**config.mk**
```make
export PLATFORM = sky130hd
export DESIGN_NAME = multicycle_controller
export DESIGN_NICKNAME = d
export VERILOG_FILES = /design/src/rtl/arm_mc_pkg.sv /design/src/rtl/mc_write_gate.sv /design/src/rtl/multicycle_controller.sv
export SDC_FILE = /design/constraint.sdc
export NUM_CORES = 1
export LEC_CHECK = 0
export BUFFER_PORTS_ARGS = -buffer_cell sky130_fd_sc_hd__buf_2
export CORE_AREA = 3 3 40 42
export CTS_CLUSTER_SIZE = 12
export DETAILED_ROUTE_END_ITERATION = 12
export DIE_AREA = 0 0 43 45
export PLACE_DENSITY = 0.72
export SLEW_MARGIN = 20
export SYNTH_ARGS = -nofsm -noshare
export SYNTH_HDL_FRONTEND = slang
export SYNTH_HIERARCHICAL = 1
export SYNTH_SLANG_ARGS = --single-unit
```
**constraint.sdc**
```tcl
create_clock -name clk -period 1.9 [get_ports clk]
set_input_delay 0.19 -clock clk [delete_from_list [all_inputs] [get_ports clk]]
set_output_delay 0.19 -clock clk [all_outputs]
set_load 0.01 [all_outputs]
```
**src/rtl/arm_mc_pkg.sv**
```systemverilog
// arm_mc_pkg: state encoding and datapath mux select codes for the multicycle controller
package arm_mc_pkg;
    typedef enum logic [3:0] {
        FETCH, DECODE, MEMADR, MEMRD, MEMWB, MEMWR, EXECR, EXECI, ALUWB, BRANCH, LINK
    } state_t;
    localparam logic [1:0] RES_ALUOUT = 2'b00;
    localparam logic [1:0] RES_RDATA  = 2'b01;
    localparam logic [1:0] RES_ALURES = 2'b10;
    localparam logic [1:0] RES_PC     = 2'b11;
    localparam logic [1:0] SRCB_REG   = 2'b00;
    localparam logic [1:0] SRCB_IMM   = 2'b01;
    localparam logic [1:0] SRCB_FOUR  = 2'b10;
endpackage

```
**src/rtl/mc_write_gate.sv**
```systemverilog
// mc_write_gate: condition/NoWrite/R15 gating of raw write strobes into architectural write enables
module mc_write_gate (
    input  logic       en,
    input  logic       reg_w,
    input  logic       dp,
    input  logic       mem_w,
    input  logic       branch,
    input  logic       next_pc,
    input  logic       cond_ex,
    input  logic       no_write,
    input  logic [3:0] wa,
    output logic       pc_write,
    output logic       reg_write,
    output logic       mem_write
);
    assign reg_write = en & reg_w & cond_ex & !(dp & no_write);
    assign mem_write = en & mem_w & cond_ex;
    // a register write landing on R15 is a jump
    assign pc_write  = en & (next_pc | (branch & cond_ex) | (reg_write & (wa == 4'd15)));
endmodule

```
**src/rtl/multicycle_controller.sv**
```systemverilog
// multicycle_controller: main FSM sequencing the shared datapath of the multicycle ARM core
// Optional BL support enabled by defining BRANCH_LINK_EN.
module multicycle_controller
    import arm_mc_pkg::*;
#(
    parameter int         STATE_W  = 4,
    parameter logic [3:0] LINK_REG = 4'd14
) (
    input  logic               clk,
    input  logic               reset,
    input  logic [1:0]         Op,
    input  logic [5:0]         Funct,
    input  logic [3:0]         Rd,
    input  logic               CondEx,
    input  logic               NoWrite,
    input  logic               mem_ready,
    output logic               IRWrite,
    output logic               AdrSrc,
    output logic               ALUSrcA,
    output logic [1:0]         ALUSrcB,
    output logic [1:0]         ResultSrc,
    output logic               ALUOp,
    output logic               PCWrite,
    output logic               RegWrite,
    output logic               MemWrite,
    output logic               FlagEn,
    output logic               link_o,
    output logic               illegal_o,
    output logic [STATE_W-1:0] state_o
);
    state_t state, nxt;
    logic bl, exec, unused;
`ifdef BRANCH_LINK_EN
    assign bl     = Funct[4];
    assign link_o = !reset & (state == LINK);
`else
    assign bl     = 1'b0;
    assign link_o = 1'b0;
`endif
    assign unused = ^Funct[4:1];
    always_ff @(posedge clk)
        state <= reset ? FETCH : nxt;
    always_comb begin
        nxt = FETCH;
        case (state)
            FETCH:        nxt = mem_ready ? DECODE : FETCH;
            DECODE:       nxt = Op == 2'b00 ? (Funct[5] ? EXECI : EXECR) :
                                Op == 2'b01 ? MEMADR :
                                Op == 2'b10 ? (bl ? LINK : BRANCH) : FETCH;
            MEMADR:       nxt = Funct[0] ? MEMRD : MEMWR;
            MEMRD:        nxt = mem_ready ? MEMWB : MEMRD;
            MEMWR:        nxt = mem_ready ? FETCH : MEMWR;
            EXECR, EXECI: nxt = ALUWB;
            LINK:         nxt = BRANCH;
            default:      nxt = FETCH;
        endcase
    end
    assign exec      = (state == EXECR) | (state == EXECI);
    assign state_o   = STATE_W'(state);
    assign IRWrite   = !reset & (state == FETCH) & mem_ready;
    assign AdrSrc    = (state == MEMRD) | (state == MEMWR);
    assign ALUSrcA   = (state == FETCH) | (state == DECODE);
    assign ALUOp     = exec;
    assign FlagEn    = !reset & exec & CondEx;
    assign illegal_o = !reset & (state == DECODE) & (Op == 2'b11);
    always_comb begin
        ALUSrcB   = ALUSrcA ? SRCB_FOUR :
                    (state == EXECI || state == MEMADR || state == BRANCH) ? SRCB_IMM : SRCB_REG;
        ResultSrc = (ALUSrcA || state == BRANCH) ? RES_ALURES :
                    state == MEMWB ? RES_RDATA :
                    state == LINK ? RES_PC : RES_ALUOUT;
    end
    mc_write_gate u_gate (
        .en       (!reset),
        .reg_w    ((state == ALUWB) | (state == MEMWB) | (state == LINK)),
        .dp       (state == ALUWB),
        .mem_w    (state == MEMWR),
        .branch   (state == BRANCH),
        .next_pc  ((state == FETCH) & mem_ready),
        .cond_ex  (CondEx),
        .no_write (NoWrite),
        .wa       (link_o ? LINK_REG : Rd),
        .pc_write (PCWrite),
        .reg_write(RegWrite),
        .mem_write(MemWrite)
    );
endmodule
```
==> flow_summary.toml <==
[sta]
maxSlewViolCount = 0
fin_crit_sh_pct = 94.4
finalClockSkew_ps = 1.67
hold_viol = 0
setup_slack_ps = 106
grt_setup_unrepaired = "true"
setup_violations = 0
max_freq_ghz = 0.557
finalCriticalPeriod_ps = 1790
fin_tns_setup_ps = 0

[place]
pre_cts_ws_ps = 213
post-dp-hpwl_mm = 1.07
io_buffers = 29
dpl.cell_count = 117
place_congestion = 0.862

[synthesis]
muxShareOfSynthArea_pct = 0
synth_commonest_cells = "nor2_1 (12), a21oi_1 (5), inv_1 (5)"
synthFlopType = "dfxtp_1"
syn_area_um2 = 479
synth_xor_area_share_pct = 5.48
yosys.area_share.adder_pct = 0
synthSimpleGateAreaFrac_pct = 45.7
post-synth-top-count-cell = "nor2_1"
synth_area_leader_cell = "dfxtp_1"
synth_top_cell_area_share_pct = 16.7
yosys_warnings = 6
ys_seq_elements = 4
syn_inst = 75
synth_area_per_cell_um2 = 6.39
synthesis.nets = 92
synth_cell_types = 33
synthArstFlopShare_pct = 0
yosys-top-cells-area = "dfxtp_1 (17%), nor2_1 (9.4%), a21oi_1 (5.2%)"
synth_compound_area_share_pct = 20.9
synth_top_family_by_area = "simple AND/OR/NAND/NOR gates"
synth-seq-area-share_pct = 16.7
synth_edf_count = 0

[route]
post_drt_wl_per_cell_um = 11.6
viasPerCell = 5.12
postRouteWirelength_mm = 1.39
drcViolationCount = 0
drt_iter0_drc = 14
dr.pass1.iters = 4
vias = 614
antenna_left = 0

[cells_and_area]
diodes = 0
largest_reg_flops = 4
syn2layout_area_growth_pct = 41.0
multiInputGateArea_um2 = 359
fin_cells = 120
seqCellArea_um2 = 81.3
final_nets = 124
nFillCells = 130
drive_above_1_share_pct = 41.0

[pwr]
peakVddDrop_mv = 0.375
power.total_uw = 354
leakage_uw = 0.000345
cellPowerDensity_nw_per_um2 = 524

[grt]
grt_overflow = 0
grt_pass1_vias = 512
grt_max_degree = 14
antenna_found_initial = 0
grt_pass1_wl_mm = 2.10
grt_use_total_pct = 13.7

[worst_setup_path]
critical_path.max_fanout = 5
ff2ff_path_depth = 4
worst_setup_path_end_kind = "output port"
rr_startpoint = "state_o[2]"
rr_endpoint = "state_o[2]"
r2r_slack_ps = 280
startpoint = "state_o[1]"
critical_path_class = "reg -> out"
critPathLaunchType = "register"
arrival_ps = 1600
cp.required_ps = 1710
cp-endpoint = "PCWrite"

[floorplan]
start_util_pct = 37.3
rows = 13
die_area_um2 = 1940
die_h_um = 45
dieWidth_um = 43
ioPinCount = 35
coreArea_um2 = 1280

[clocking]
cts.clk_slew.worst_paths_ps = 40
cts_max_path_buffers = 2
cts.sinks = 4
cts_made_buffers = 3
htree_levels = 1
cts_tree = "done"
clock_latency_ps = 240
cts_root_buffer = "clkbuf_4"

[hold_path]
hp-start = "reset"
hp-class = "in -> reg"

[status]
status = "finished, final reports clean"

[flow_run]
maxCapViolations = 0
metal layers:
layer	global-route usage [%]	up-vias	wire, um
li1	-	319	-
met4	3.61	0	0
met1	19.0	278	625
met3	2.39	0	79
met2	21.9	17	684
met5	0	-	0
repair_timing:
item | CTS | global route
gates resized for setup | 1 | 2
setup endpoints to repair | 1 | 3
hold buffers | 0 | 0
hold endpoints to repair | 0 | 0
gates cloned | 0 | 0
setup buffers | 0 | 0
final cells by class:
| class | instances | share of cell area, % |
|---|---|---|
| sequential | 4 | 12.0 |
| clock buffer | 3 | 3.33 |
| inverter | 5 | 2.78 |
| tap | 15 | 2.78 |
| multi-input combinational | 60 | 53.1 |
| timing repair buffer | 33 | 25.9 |
kinds of logic (layout without fill, tap and decap cells):
kind of cell,Yosys count,in the layout
AO/OA/AOI/OAI,16,16
XOR/XNOR,3,3
buffers and inverters,11,41
flip-flops,4,4
other,1,1
AND/OR/NAND/NOR,40,40
cells in the final DEF, fill, tap and decap left out, drive strengths merged:
cell     Yosys  layout
nand4        1       1
a22oi        1       1
nor2b        1       1
or4          1       1
a31oi        2       2
nor3b        2       2
dfxtp        4       4
clkbuf       3       3
conb         1       1
nand3b       2       2
o31a         1       1
nand2b       4       4
a21oi        6       6
xnor2        2       2
nor4         1       1
nor2        12      12
xor2         1       1
inv          5       5
nand2        4       4
or3          1       1
and3         3       3
buf          3      33
o32ai        1       1
nor3         4       4
and2         1       1
or4b         1       1
o2bb2ai      1       1
or2          1       1
nand3        1       1
o21ai        4       4
power by group:
part           leakage (uW)  switching (uW)  internal [uW]  total, uW
clock             0.0000138            37.4           70.8        108
sequential        0.0000331            13.1           90.7        104
combinational      0.000298            75.6           66.6        142
total              0.000345             126            228        354
per-stage QoR:
step           area [um^2]  utilization [%]  hold slack, ps
6_report               676             52.6             158
5_1_grt                676             52.6             162
4_1_cts                666             51.8             154
3_5_place_dp           642             50.0             403
3_3_place_gp           642             50.0             395
2_1_floorplan          480                -             267
worst min-delay path by stage:
stage                  to  cells past startpoint  slack (ps)
3_3_place_gp   state_o[1]                      2         400
5_1_grt        state_o[1]                      2         160
4_1_cts        state_o[1]                      2         150
6_report       state_o[1]                      2         160
2_1_floorplan  state_o[1]                      1         270
3_5_place_dp   state_o[1]                      2         400
critical path, stage by stage, from the launching register on:
cell and delay [ps]:
dfxtp_1 400, inv_1 120, nand3b_1 100, a21oi_1 70, or2_2 300, nand3_1 80
a21oi_2 40, o2bb2ai_1 120, buf_2 130
Note: power is estimated with default switching activity, not from simulation.
